<file path="config.mk">
export PLATFORM = sky130hd
export DESIGN_NAME = mem_responder
export DESIGN_NICKNAME = d
export VERILOG_FILES = /design/src/rtl/mem_pkg.sv /design/src/rtl/mem_array.sv /design/src/rtl/mem_responder.sv
export SDC_FILE = /design/constraint.sdc
export NUM_CORES = 1
export LEC_CHECK = 0
export CAP_MARGIN = 10
export CORE_ASPECT_RATIO = 0.75
export CORE_MARGIN = 2
export CORE_UTILIZATION = 35
export CTS_CLUSTER_DIAMETER = 60
export DETAILED_ROUTE_END_ITERATION = 8
export PLACE_DENSITY = 0.54
export SYNTH_ARGS = -nofsm -noshare
export SYNTH_HDL_FRONTEND = slang
export SYNTH_SLANG_ARGS = --single-unit
</file>
<file path="constraint.sdc">
create_clock -name clk -period 1.7 [get_ports clk]
set_clock_uncertainty 0.15 [all_clocks]
set_input_delay 0.34 -clock clk [delete_from_list [all_inputs] [get_ports clk]]
set_output_delay 0.34 -clock clk [all_outputs]
set_load 0.005 [all_outputs]
</file>
<file path="src/rtl/mem_pkg.sv">
// rtl/mem_pkg.sv - shared FSM encoding, counter width and default widths for the memory responder
package mem_pkg;

  // Default geometry, shared with the BIST controller.
  localparam int DATA_WIDTH_DEF = 4;
  localparam int AD_WIDTH_DEF   = 4;

  // Read-latency counter width; covers latencies 1..7.
  localparam int CNT_WIDTH = 3;

  // Responder FSM states.
  typedef enum logic [1:0] {
    S_IDLE   = 2'd0,
    S_WRITE  = 2'd1,
    S_RDWAIT = 2'd2,
    S_RESP   = 2'd3
  } state_t;

  // Counter preload for a given read latency.
  function automatic logic [CNT_WIDTH-1:0] latency_load(input int lat);
    return CNT_WIDTH'(lat - 1);
  endfunction

endpackage

</file>
<file path="src/rtl/mem_array.sv">
// rtl/mem_array.sv - single-port storage, synchronous write and combinational read, no reset
module mem_array
  import mem_pkg::*;
#(
  parameter int data_width = DATA_WIDTH_DEF,
  parameter int ad_width   = AD_WIDTH_DEF
) (
  input  logic                  clk,
  input  logic                  wr_en,
  input  logic [ad_width-1:0]   addr,
  input  logic [data_width-1:0] wdata,
  output logic [data_width-1:0] rd_word
);

  logic [data_width-1:0] mem [0:(1<<ad_width)-1];

  // Commit a write on the clock edge; contents survive reset.
  always_ff @(posedge clk) begin
    if (wr_en) begin
      mem[addr] <= wdata;
    end
  end

  assign rd_word = mem[addr];

endmodule

</file>
<file path="src/rtl/mem_responder.sv">
// rtl/mem_responder.sv - req/ack memory responder with programmable read latency; optional MEM_FAULT_INJECT_EN stuck-at-1 overlay
module mem_responder
  import mem_pkg::*;
#(
  parameter int data_width = DATA_WIDTH_DEF,
  parameter int ad_width   = AD_WIDTH_DEF,
  parameter int rd_latency = 2
) (
  input  logic                          clk,
  input  logic                          rst,
  input  logic                          req,
  input  logic                          we,
  input  logic [ad_width-1:0]           addr,
  input  logic [data_width-1:0]         wdata,
`ifdef MEM_FAULT_INJECT_EN
  input  logic [ad_width-1:0]           fault_addr,
  input  logic [$clog2(data_width)-1:0] fault_bit,
`endif
  output logic                          ack,
  output logic [data_width-1:0]         rdata,
  output logic                          busy
);

  localparam logic [CNT_WIDTH-1:0] LAT_LOAD = latency_load(rd_latency);

  state_t                state_q, state_d;
  logic [CNT_WIDTH-1:0]  cnt_q, cnt_d;
  logic [ad_width-1:0]   addr_q;
  logic [data_width-1:0] wdata_q;
  logic                  ack_d;
  logic [data_width-1:0] rdata_d;
  logic                  latch_en;
  logic                  wr_en;
  logic [data_width-1:0] rd_word;
  logic [data_width-1:0] rd_fault;

  // The array write happens on the edge that leaves WRITE, so a reset
  // during the WRITE cycle drops the write.
  assign wr_en = (state_q == S_WRITE);
  assign busy  = (state_q != S_IDLE);

  mem_array #(
    .data_width(data_width),
    .ad_width  (ad_width)
  ) u_array (
    .clk    (clk),
    .wr_en  (wr_en),
    .addr   (addr_q),
    .wdata  (wdata_q),
    .rd_word(rd_word)
  );

`ifdef MEM_FAULT_INJECT_EN
  // Force the selected bit high on reads of the faulty word; storage is untouched.
  always_comb begin
    rd_fault = rd_word;
    if (addr_q == fault_addr) begin
      rd_fault[fault_bit] = 1'b1;
    end
  end
`else
  assign rd_fault = rd_word;
`endif

  // Next-state and next-output decode; requests outside IDLE are ignored.
  always_comb begin
    state_d  = state_q;
    cnt_d    = cnt_q;
    ack_d    = 1'b0;
    rdata_d  = rdata;
    latch_en = 1'b0;
    case (state_q)
      S_IDLE: begin
        if (req) begin
          latch_en = 1'b1;
          if (we) begin
            state_d = S_WRITE;
            ack_d   = 1'b1;
          end else begin
            state_d = S_RDWAIT;
            cnt_d   = LAT_LOAD;
          end
        end
      end
      S_WRITE: begin
        state_d = S_IDLE;
      end
      S_RDWAIT: begin
        if (cnt_q == '0) begin
          rdata_d = rd_fault;
          ack_d   = 1'b1;
          state_d = S_RESP;
        end else begin
          cnt_d = cnt_q - 1'b1;
        end
      end
      S_RESP: begin
        state_d = S_IDLE;
      end
      default: begin
        state_d = S_IDLE;
      end
    endcase
  end

  // State, counter and output registers; an outstanding transaction is abandoned on reset.
  always_ff @(posedge clk or negedge rst) begin
    if (!rst) begin
      state_q <= S_IDLE;
      cnt_q   <= '0;
      ack     <= 1'b0;
      rdata   <= '0;
    end else begin
      state_q <= state_d;
      cnt_q   <= cnt_d;
      ack     <= ack_d;
      rdata   <= rdata_d;
    end
  end

  // Request capture; holds across the transaction so the array sees a stable address.
  always_ff @(posedge clk or negedge rst) begin
    if (!rst) begin
      addr_q  <= '0;
      wdata_q <= '0;
    end else if (latch_en) begin
      addr_q  <= addr;
      wdata_q <= wdata;
    end
  end

endmodule
</file>
==> results.ini <==
[status]
status = finished with violations
violations = negative setup slack

[yosys]
syn-num-nets = 227
synth_cell_type_count = 31
synth_top_area_cell = edfxtp_1
synth_top_cell_area_share = 0.574
synth_area_leaders = edfxtp_1 (57%), dfrtp_1 (13%), mux2i_1 (7.2%), mux4_1 (3.1%), mux2_2 (2.7%)
synth_edf_count = 64
syn_inst = 213
synth_area_mm2 = 0.00335
synth_most_common_cell = edfxtp_1
synth.ff_latch_count = 82
synthArstFlopShare = 0.220
ys_seq_area_frac = 0.708
synth.yosys.warnings = 0
avgSynthCellArea_um2 = 15.7
ys_dominant_reg_cell = edfxtp_1
synth_common_cells = edfxtp_1 (64), mux2i_1 (24), nor2_1 (22)

[global_route]
grt_max_degree = 25
grt.overflow.total = 0
grt_first_pass_wirelength_mm = 10.3
grt_pass1_vias = 1843
track_usage = 0.141
antenna_found_initial = 0

[worst_setup_path]
critPathLaunch = addr_q[1]
end_kind = flop
cp.arrival_ns = 1.77
cp-start-kind = flop
crit_fanout = 4
timing.critical_path.required_ns = 1.75
critPathKind = flop to flop
r2r_start = addr_q[1]

[timing]
timing.final.ws_setup_ns = -0.0189
post-route-min-period_ns = 1.72
worstMarginPinSlew_ns = 0.668
relSlewSlack = 0.555
finalCritPeriodShare = 1.01
finalMaxSlewViolations = 0
setup_viol = 1
fmax_mhz = 582
hold_viol_final = 0
fin_tns_setup_ns = -0.0189
rsz0062_at_grt = true

[placement]
placed_area_mm2 = 0.00388
post-place-ws_ns = -0.172
place_congestion = 0.756
portBuffers = 17
dp.final_hpwl_mm = 4.32

[detailed_routing]
firstDrtPassIters = 4
drt_iter0_markers = 195
viasPerCell = 4.79
route.detailed.wl_per_inst_um = 16.5
drt_wl_total_mm = 6.58
drc = 0
ant_nets = 0
dr_total_vias = 1911

[floorplanning]
initial_core_util = 0.366
dieHeight_um = 88.7
core_area_mm2 = 0.00916
io_pins = 18
dieArea_mm2 = 0.0104
dieWidth_um = 117
rows = 30

[cts]
path_clk_slew_ns = 0.06
htree_levels = 3
clockBufferDepth = 2
cts_tree = done
cts-hold-fix-buffers = 0
root_buffer = clkbuf_16
cts_buffers = 9
clock_latency_ns = 0.33
cts_sinks = 82

[power_and_ir_drop]
vdd_ir_drop_max_mv = 0.625
p_per_area_mw_per_mm2 = 1740
p_leak_uw = 0.00162

[layout]
final_util = 0.473
num_antenna_cells = 0
nNetsFinal = 280
final_cell_area_mm2 = 0.00433
area_growth_pct = 29.3
drive_above_1_share = 0.306

[min_path]
min_path_type = input pin to asynchronous set/reset pin

[flow_run]
drv_cap = 0

[flip-flops by register name, summed over array words and instances, names as in the netlist]
register / count
addr_q: 4
rdata: 4
cnt_q: 3
ack: 1
u_array.mem: 64
state_q: 2
wdata_q: 4
[repair_timing]
action | in CTS | in global routing
setup buffers | 2 | 2
resized for setup | 14 | 21
cloned | 0 | 1
setup endpoints to repair | 64 | 76
pin swaps | 0 | 7
[report_power, final]
group	switching [uW]	leakage, uW	total [uW]	internal [uW]
Sequential	434	0.000788	3110	2670
Combinational	1130	0.000674	2410	1280
Clock	739	0.000153	2020	1280
Total	2310	0.00162	7540	5230
[cell type report]
class / instances / area [um2]
well taps: 128 / 160
repair buffers: 53 / 503
clock inverters: 7 / 93.8
inverters: 4 / 15.0
clock buffers: 9 / 225
multi-input cells: 116 / 961
fillers: 815 / 4830
flip-flops and latches: 82 / 2370
[stage by stage]
stage / instances / total power, uW / hold WS (ns)
2_1_floorplan: 213 / 4360 / -0.106
3_3_place_gp: 378 / 5250 / 0.361
3_5_place_dp: 378 / 5260 / 0.374
4_1_cts: 396 / 7410 / 0.193
5_1_grt: 399 / 7950 / 0.231
6_report: 399 / 7540 / 0.188
[cell usage in the layout (no fill, tap or decap), drive strengths merged, types with 4 or more instances in the layout]
master	count
dfrtp	18
nor2	22
clkdlybuf4s50	12
clkbuf	10
mux4	4
nor3	5
edfxtp	64
o22ai	10
nand2	9
o211ai	4
a31oi	8
mux2i	24
inv	4
clkinv	4
buf	36
mux2	8
[worst paths after layout]
kind                             endpoint  slack, ns  cells past startpoint
worst max-delay path             rdata[2]      -0.02                      4
worst min-delay path             rdata[1]       0.19                      2
worst max register to register   rdata[2]      -0.02                      4
worst min register to register   cnt_q[2]       0.38                      2
max in group asynchronous       addr_q[1]       1.00                      2
min in group clk                 cnt_q[2]       0.38                      2
[layer usage]
layer	GRT usage	wire length [um]	up-vias
met5	0	0	-
li1	-	-	919
met1	0.205	3360	940
met3	0.0390	293	13
met4	0.0545	111	0
met2	0.202	2820	39
[critical path: stages, from the launching register on]
cell and delay (ns):
dfrtp_2 0.44, buf_12 0.14, mux4_2 0.53, o211ai_1 0.22, a31oi_1 0.11
[kinds of logic after synthesis]
| group | synth area share |
|---|---|
| buffers and inverters | 0.0265 |
| adder cells (fa/ha/maj) | 0.00747 |
| multiplexers | 0.130 |
| AO/OA/AOI/OAI | 0.0519 |
| AND/OR/NAND/NOR | 0.0762 |
| flip-flops | 0.708 |
Note: power is estimated with default switching activity, not from simulation.
